File: src/rtl/spi_slave_if.sv
// SPI responder bundle: the serial pins plus the local tx/rx handshakes.
`timescale 1ns/1ps
interface spi_slave_if;
    logic       SCLK;
    logic       SSn;
    logic       MOSI;
    logic       MISO;
    logic [7:0] txdin;
    logic       txgo;
    logic       txrdy;
    logic [7:0] rxdout;
    logic       rxnew;
    logic       rxabort;
    logic       txunder;

    modport slave (
        input  SCLK, SSn, MOSI, txdin, txgo,
        output MISO, txrdy, rxdout, rxnew, rxabort, txunder
    );

    modport master (
        output SCLK, SSn, MOSI, txdin, txgo,
        input  MISO, txrdy, rxdout, rxnew, rxabort, txunder
    );
endinterface

File: src/rtl/spi_slave.sv
// SPI mode-0 responder, LSB first, 8-bit bytes; oversamples the serial pins
// on clk and serves MISO from a one-byte transmit holding buffer.
`timescale 1ns/1ps
module spi_slave #(
    parameter int   SYNC_STAGES = 2,
    parameter logic IDLE_MISO   = 1'b1
) (
    input  logic        clk,
    input  logic        rst,
    spi_slave_if.slave  bus
);
    typedef enum logic {IDLE, ACTIVE} state_t;

    // bit 0 = SCLK, bit 1 = SSn, bit 2 = MOSI
    localparam logic [2:0] SYNC_INIT = 3'b010;

    logic [2:0] raw_in;
    logic [2:0] sync_s;
    logic [1:0] hist_reg;

    assign raw_in = {bus.MOSI, bus.SSn, bus.SCLK};

    genvar gi;
    generate
        for (gi = 0; gi < 3; gi++) begin : g_sync
            logic [SYNC_STAGES-1:0] chain_reg;
            always_ff @(posedge clk or negedge rst) begin
                if (!rst) chain_reg <= {SYNC_STAGES{SYNC_INIT[gi]}};
                else      chain_reg <= {chain_reg[SYNC_STAGES-2:0], raw_in[gi]};
            end
            assign sync_s[gi] = chain_reg[SYNC_STAGES-1];
        end
    endgenerate

    always_ff @(posedge clk or negedge rst) begin
        if (!rst) hist_reg <= SYNC_INIT[1:0];
        else      hist_reg <= sync_s[1:0];
    end

    logic sclk_rise, sclk_fall, ssn_fall, ssn_rise, mosi_s;
    assign sclk_rise = sync_s[0] & ~hist_reg[0];
    assign sclk_fall = ~sync_s[0] & hist_reg[0];
    assign ssn_fall  = ~sync_s[1] & hist_reg[1];
    assign ssn_rise  = sync_s[1] & ~hist_reg[1];
    assign mosi_s    = sync_s[2];

    state_t     state_reg, state_next;
    logic [2:0] bitcnt_reg, bitcnt_next;
    logic [7:0] rx_shift_reg, rx_shift_next;
    logic [7:0] tx_shift_reg, tx_shift_next;
    logic [7:0] buf_reg, buf_next;
    logic       txrdy_reg, txrdy_next;
    logic       miso_reg, miso_next;
    logic       miso_load_reg, miso_load_next;
    logic [7:0] rxdout_reg, rxdout_next;
    logic       rxnew_reg, rxnew_next;
    logic       rxabort_reg, rxabort_next;
    logic       txunder_reg, txunder_next;
    logic       slot_load;
    logic [7:0] rx_word;

    always_ff @(posedge clk or negedge rst) begin
        if (!rst) begin
            state_reg     <= IDLE;
            bitcnt_reg    <= '0;
            rx_shift_reg  <= '0;
            tx_shift_reg  <= '0;
            buf_reg       <= '0;
            txrdy_reg     <= 1'b1;
            miso_reg      <= IDLE_MISO;
            miso_load_reg <= 1'b0;
            rxdout_reg    <= '0;
            rxnew_reg     <= 1'b0;
            rxabort_reg   <= 1'b0;
            txunder_reg   <= 1'b0;
        end else begin
            state_reg     <= state_next;
            bitcnt_reg    <= bitcnt_next;
            rx_shift_reg  <= rx_shift_next;
            tx_shift_reg  <= tx_shift_next;
            buf_reg       <= buf_next;
            txrdy_reg     <= txrdy_next;
            miso_reg      <= miso_next;
            miso_load_reg <= miso_load_next;
            rxdout_reg    <= rxdout_next;
            rxnew_reg     <= rxnew_next;
            rxabort_reg   <= rxabort_next;
            txunder_reg   <= txunder_next;
        end
    end

    always_comb begin
        state_next     = state_reg;
        bitcnt_next    = bitcnt_reg;
        rx_shift_next  = rx_shift_reg;
        tx_shift_next  = tx_shift_reg;
        buf_next       = buf_reg;
        txrdy_next     = txrdy_reg;
        miso_next      = miso_reg;
        miso_load_next = 1'b0;
        rxdout_next    = rxdout_reg;
        rxnew_next     = 1'b0;
        rxabort_next   = 1'b0;
        txunder_next   = 1'b0;
        slot_load      = 1'b0;
        rx_word        = {mosi_s, rx_shift_reg[7:1]};

        case (state_reg)
            IDLE: begin
                miso_next = IDLE_MISO;
                if (ssn_fall) begin
                    state_next  = ACTIVE;
                    bitcnt_next = '0;
                    slot_load   = 1'b1;
                end
            end
            ACTIVE: begin
                // Deselect outranks any SCLK edge seen in the same cycle.
                if (ssn_rise) begin
                    state_next    = IDLE;
                    miso_next     = IDLE_MISO;
                    bitcnt_next   = '0;
                    rx_shift_next = '0;
                    rxabort_next  = (bitcnt_reg != 3'd0);
                end else begin
                    if (miso_load_reg) miso_next = tx_shift_reg[0];
                    if (sclk_rise) begin
                        rx_shift_next = rx_word;
                        if (bitcnt_reg == 3'd7) begin
                            bitcnt_next = '0;
                            rxdout_next = rx_word;
                            rxnew_next  = 1'b1;
                            slot_load   = 1'b1;
                        end else begin
                            bitcnt_next = bitcnt_reg + 3'd1;
                        end
                    end else if (sclk_fall && bitcnt_reg != 3'd0) begin
                        // No shift at bitcnt 0: a just-loaded byte keeps its bit 0.
                        tx_shift_next = {IDLE_MISO, tx_shift_reg[7:1]};
                        miso_next     = tx_shift_reg[1];
                    end
                end
            end
            default: state_next = IDLE;
        endcase

        if (slot_load) begin
            miso_load_next = 1'b1;
            if (!txrdy_reg) begin
                tx_shift_next = buf_reg;
                txrdy_next    = 1'b1;
            end else begin
                tx_shift_next = {8{IDLE_MISO}};
                txunder_next  = 1'b1;
            end
        end

        // Uses the registered txrdy, so a load in this cycle takes the old buffer.
        if (bus.txgo && txrdy_reg) begin
            buf_next   = bus.txdin;
            txrdy_next = 1'b0;
        end
    end

    assign bus.MISO    = miso_reg;
    assign bus.txrdy   = txrdy_reg;
    assign bus.rxdout  = rxdout_reg;
    assign bus.rxnew   = rxnew_reg;
    assign bus.rxabort = rxabort_reg;
    assign bus.txunder = txunder_reg;
endmodule
File: src/flat_wrapper.sv
// flat-port wrapper written by rule: the top's interface ports become plain ports
module spi_slave_flat 
#(
    parameter int   SYNC_STAGES = 2,
    parameter logic IDLE_MISO   = 1'b1
)
  (clk, rst, bus_SCLK, bus_SSn, bus_MOSI, bus_txdin, bus_txgo, bus_MISO, bus_txrdy, bus_rxdout, bus_rxnew, bus_rxabort, bus_txunder);
  spi_slave_if bus_i ();
  input  logic clk;
  input  logic rst;
  input wire logic [$bits(bus_i.SCLK)-1:0] bus_SCLK;
  input wire logic [$bits(bus_i.SSn)-1:0] bus_SSn;
  input wire logic [$bits(bus_i.MOSI)-1:0] bus_MOSI;
  input wire logic [$bits(bus_i.txdin)-1:0] bus_txdin;
  input wire logic [$bits(bus_i.txgo)-1:0] bus_txgo;
  output wire logic [$bits(bus_i.MISO)-1:0] bus_MISO;
  output wire logic [$bits(bus_i.txrdy)-1:0] bus_txrdy;
  output wire logic [$bits(bus_i.rxdout)-1:0] bus_rxdout;
  output wire logic [$bits(bus_i.rxnew)-1:0] bus_rxnew;
  output wire logic [$bits(bus_i.rxabort)-1:0] bus_rxabort;
  output wire logic [$bits(bus_i.txunder)-1:0] bus_txunder;
  assign bus_i.SCLK = bus_SCLK;
  assign bus_i.SSn = bus_SSn;
  assign bus_i.MOSI = bus_MOSI;
  assign bus_i.txdin = bus_txdin;
  assign bus_i.txgo = bus_txgo;
  assign bus_MISO = bus_i.MISO;
  assign bus_txrdy = bus_i.txrdy;
  assign bus_rxdout = bus_i.rxdout;
  assign bus_rxnew = bus_i.rxnew;
  assign bus_rxabort = bus_i.rxabort;
  assign bus_txunder = bus_i.txunder;
  spi_slave #(.SYNC_STAGES(SYNC_STAGES), .IDLE_MISO(IDLE_MISO)) u_core (.clk(clk), .rst(rst), .bus(bus_i));
endmodule
File: config.mk
export PLATFORM = sky130hd
export DESIGN_NAME = spi_slave_flat
export DESIGN_NICKNAME = d
export VERILOG_FILES = /design/src/rtl/spi_slave_if.sv /design/src/rtl/spi_slave.sv /design/src/flat_wrapper.sv
export SDC_FILE = /design/constraint.sdc
export NUM_CORES = 1
export LEC_CHECK = 0
export ABC_CLOCK_PERIOD_IN_PS = 2550
export CELL_PAD_IN_SITES_DETAIL_PLACEMENT = 1
export CELL_PAD_IN_SITES_GLOBAL_PLACEMENT = 1
export CORE_ASPECT_RATIO = 1.4
export CORE_MARGIN = 2
export CORE_UTILIZATION = 44
export DETAILED_ROUTE_END_ITERATION = 16
export PLACE_DENSITY = 0.79
export SETUP_SLACK_MARGIN = 0.1
export SLEW_MARGIN = 20
export SYNTH_ARGS = -nofsm -noshare
export SYNTH_HDL_FRONTEND = slang
export SYNTH_SLANG_ARGS = --single-unit
File: constraint.sdc
create_clock -name clk -period 2.55 [get_ports clk]
set_input_delay 0.3825 -clock clk [delete_from_list [all_inputs] [get_ports clk]]
set_output_delay 0.3825 -clock clk [all_outputs]
set_load 0.01 [all_outputs]
Word level (Yosys, flattened, before mapping). Index checks and enable logic that the tools add are counted.

$add $sub $neg: 1. Eq/ne operators: 5. Multiplexer cells: 33. Bitwise operators: 10. Reductions and logical operators: 11.

Operators by type and width (number): 8-bit two-way mux (8); 1-bit two-way mux (17); 3-bit two-way mux (4); 4-bit AND reduction (2); 2-bit nonzero test (4); 1-bit inverter (6); 1-bit one-hot mux with 2 select lines (3); 3-bit one-hot mux with 2 select lines (1); 1-bit AND (4); 2-bit != test, second input constant (2); 2-bit AND reduction (2); 3-bit by 1-bit adder with 3-bit output, second input constant (1); 3-bit equality test, second input constant (1); 3-bit by 1-bit != test with 1-bit output, second input constant (1); 3-bit nonzero test (1); 1-bit logical AND (2); 2-bit by 1-bit != test with 1-bit output, second input constant (1).

Register bits: 50. Input port bits: 14. Output and inout port bits: 13. Word-level logic and storage cells: 76.

Depth between registers and ports, before layout.
Word-level depth: 8. Depth in mapped cells: 7. Depth with buffers taken out: 6.

Worst setup path after synthesis. Ideal clock, no wire load.

Kind: flip-flop to flip-flop. Start point: reg u_core.bitcnt_reg[0]. End point: reg u_core.tx_shift_reg[0]. Setup time: 0.079 ns. Data arrival time: 1.717 ns. Data required time: 2.471 ns. Path slack: 0.753 ns. Stages on the path, launching flop included: 8. Buffers on the path: 1. Clock period less this slack: 1.797 ns. Cells stage by stage: dfrtp_1 > ha_1 > ha_1 > and4b_1 > a21oi_1 > a2bb2oi_1 > buf_2 > mux2i_1.

Cells in the longest elaborated chain, start to end: 7. Elaborated cells between the ends (all ways): 13. Those cells by class: eq/ne: 3; mux: 5; reduce/logical: 5.

Ends and longest elaborated chain: from (decl) (line spi_slave.sv:48) `logic [2:0] bitcnt_reg, bitcnt_next;`; from (signal assigned) (line spi_slave.sv:78) `bitcnt_reg <= bitcnt_next;`; 3-bit equality test (line spi_slave.sv:129) `if (bitcnt_reg == 3'd7) begin`; 1-bit two-way mux (line spi_slave.sv:129); 1-bit two-way mux (line spi_slave.sv:127) `if (sclk_rise) begin`; 1-bit two-way mux (line spi_slave.sv:119) `if (ssn_rise) begin`; 1-bit one-hot mux with 2 select lines (line spi_slave.sv:108) `case (state_reg)`; 2-bit != test (no source line) / 2-bit nonzero test (equally long branches); 4-bit AND reduction (no source line); to (signal assigned) (line spi_slave.sv:80) `tx_shift_reg <= tx_shift_next;`; to (decl) (line spi_slave.sv:50) `logic [7:0] tx_shift_reg, tx_shift_next;`.

Several ways; a longest one is shown, not always the timed one. A chain may end at the register's enable or synchronous reset.

Worst setup path in the final report.
Start point: reg u_core.bitcnt_reg[0]. End point: reg u_core.tx_shift_reg[6].

The elaborated chain is that of the path after synthesis.

==> impl_metrics.tcl <==
set metrics [dict create \
    die-height_microns 83.5 \
    async_reset_ff_share_pct 100 \
    clockPowerShare_pct 26.9 \
    cts.path.max_buffers 2 \
    sequential_element_share_of_the_synthesized_area_pct 62.0 \
    timing_max_transition_violations_final 0 \
    outcome "completed" \
    seq_area_sq_um 1230 \
    maxSlewHeadroom_pct 50.0 \
    most_common_cell_in_the_synthesized_netlist "dfrtp_1" \
    max_stage_delay_ns 0.60 \
    numClockSinks 49 \
    remaining_antenna_violation_count_after_routing 0 \
    via_count 1205 \
    critPathCaptureType "flop" \
    synthTopCellsByArea "dfrtp_1 55%, mux2_2 9.6%, mux2i_1 8.6%" \
    netlist.top_cell.by_area "dfrtp_1" \
    pin_count_of_the_biggest_net_entering_global_routing 28 \
    number_of_global_route_vias_before_repair 1306 \
    p_comb_share_pct 20.4 \
    regToRegStartpoint "u_core.bitcnt_reg[0]$_DFFE_PN0P_" \
    post-route-util_pct 56.8 \
    commonest_cells_post_synth "44 x dfrtp_1, 17 x mux2_2, 17 x mux2i_1, 12 x nor2_1, 7 x a22o_1" \
    sum_of_negative_setup_slack_ns 0 \
    synth_flop_cell "dfrtp_1" \
    num-nets-final 192 \
    worst_ir_drop_vdd_mv 0.520 \
    cp_data_arrival_time_ns 2.23 \
    hold_buffers 0 \
    synth.cell_area_sq_um 1990 \
    diodes 0 \
    postSynthNetCount 161 \
    maxCapViolations 0 \
    detailedRoute.firstIterationViolations 24 \
    final_layout_size_suffix_gt1_share_pct 19.9 \
    timing_hold_violations_final 0 \
    tritoncts.num_buffers 5 \
    grt_pass1_wl_microns 6130 \
    cts-htree-levels 2 \
    core_rows 28 \
    post_dp_cell_area_sq_um 2310 \
    place.detailed.hpwl_microns 2780 \
    clk_transition_reported_paths_ns 0.09 \
    timing.clock.skew_ns 0.0123 \
    floorplan.die.width_microns 60.8 \
    filler_cell_count 437 \
    synth_cells 144 \
    cts_tree "built" \
    synth_area_per_cell_sq_um 13.8 \
    power_density_over_cell_area_nw_per_um2 833 \
    post-route-drc-count 0 \
    crit_path_max_fanout 8 \
    setup_violations 0 \
    count_of_buffers_added_by_post_cts_timing_repair_for_setup 0 \
    timing.critical_path.required_ns 2.72 \
    io_port_bufs 26 \
    worst_pin_slew_ns 0.751 \
    power.internal_mw 1.46 \
    grt.overflow.total 0 \
    finalInstanceArea_sq_um 2430 \
    drt_first_pass_iters 4 \
    crit_start "u_core.bitcnt_reg[0]$_DFFE_PN0P_" \
    pwr-share-seq_pct 52.7 \
    synth_edf_count 0 \
    antenna_found_initial 0 \
    warning_count_from_the_yosys_run 0 \
    unique_masters_post_synth 29 \
    detail_route.wl_per_cell_microns 15.4 \
    path_class "reg2reg" \
    initial_util_pct 46.5 \
    finalWeightedCongestion 0.808 \
    via_per_inst 5.11 \
    critical_path.startpoint_type "flop" \
    rsz_0062_raised_after_global_routing "no" \
    layout_stage_area_growth_over_the_synthesis_result_pct 22.0 \
    clk_latency_ns 0.30 \
    multi_input_comb_area_sq_um 714 \
    crit_path_top_delay_cell "a2111oi_4" \
    synth_top_area_share_pct 55.4 \
    core_area_sq_um 4270 \
    floorplan.die_area_sq_um 5080 \
    ctsResizeCount 0 \
    grt_use_total_pct 16.2 \
    netSwitchingPower_mw 0.560 \
    power.leakage_nw 1.13 \
    io-pin-count 27 \
    hold_path_class "in2async" \
    final_layout_worst_hold_slack_ns 0.0351 \
    root_buffer "clkbuf_8" \
    route.final.wire_length_microns 3640 \
    crit_top_cell "mux2i_1" \
    min_period_ns 2.06 \
    ys_ff_latch 49 \
    switching_portion_of_total_power_pct 27.7 \
    timing.final.crit_share_pct 80.6 \
    critical_path.cell_chain "inv_1 -> ha_1 -> nor2b_1 -> a2111oi_4 -> mux2i_1 -> mux2i_1" \
    fmax_ghz 0.486 \
]
[power by group through the flow]
stage	Clock, mW	Combinational (mW)	Sequential [mW]
6_report	0.543	0.412	1.07
5_1_grt	0.593	0.468	1.09
4_1_cts	0.561	0.423	1.07
3_5_place_dp	0	0.416	1.08
3_3_place_gp	0	0.376	1.06
2_1_floorplan	0	0.277	1.04
[final cells by class]
cell class | instances | area share, %
timing repair buffer | 28 | 11.1
multi-input combinational | 85 | 29.4
tap | 60 | 3.09
clock inverter | 2 | 1.60
inverter | 6 | 0.928
clock buffer | 6 | 2.99
sequential | 49 | 50.8
[metal layers]
layer / wire [microns] / GRT usage, %
met1: 1480 / 19.4
met2: 1960 / 27.2
met3: 133 / 4.65
met4: 65 / 5.14
met5: 0 / 0
[layout by cell type, fill, tap and decap left out, drive strengths merged, types with 4 or more instances in the layout]
| cell type | count |
|---|---|
| clkbuf | 6 |
| dfstp | 5 |
| o21ai | 4 |
| clkdlybuf4s50 | 25 |
| nor2 | 12 |
| mux2 | 17 |
| a22o | 7 |
| mux2i | 17 |
| nand2 | 4 |
| inv | 6 |
| dfrtp | 44 |
[through the flow]
step / total power, mW / setup WS, ns / cells
after global placement: 1.44 / 0.648 / 228
after global routing: 2.15 / 0.370 / 236
after CTS: 2.05 / 0.472 / 236
after floorplan: 1.32 / 0.753 / 144
final: 2.02 / 0.494 / 236
after detailed placement: 1.50 / 0.556 / 228
[cells by family after synthesis]
logic type	count (synthesis)	synth area share (%)
mux	34	18.2
fa+ha+maj	3	1.89
buf+inv	10	2.08
flops	49	62.0
compound gates	19	8.50
simple gates	29	7.36
[final timing paths]
kind                                                                 to  slack (ns)  cells after the start
worst max-delay path                 u_core.tx_shift_reg[6]$_DFFE_PN0P_        0.49                      6
worst min-delay path                   u_core.bitcnt_reg[2]$_DFFE_PN0P_        0.04                      1
worst max register to register       u_core.tx_shift_reg[6]$_DFFE_PN0P_        0.49                      6
worst min register to register  u_core.g_sync[0].chain_reg[1]$_DFF_PN0_        0.35                      0
max in group asynchronous                  u_core.bus.txrdy$_DFFE_PN1P_        1.74                      2
min in group clk                u_core.g_sync[0].chain_reg[1]$_DFF_PN0_        0.35                      0
[critical path, delay by kind of cell, from the launching register on]
kind	cells	cell delay, ns
mux	2	0.42
compound gates	1	0.60
flops	1	0.41
buf+inv	1	0.09
simple gates	1	0.19
fa+ha+maj	1	0.21
Note: power is estimated with default switching activity, not from simulation.
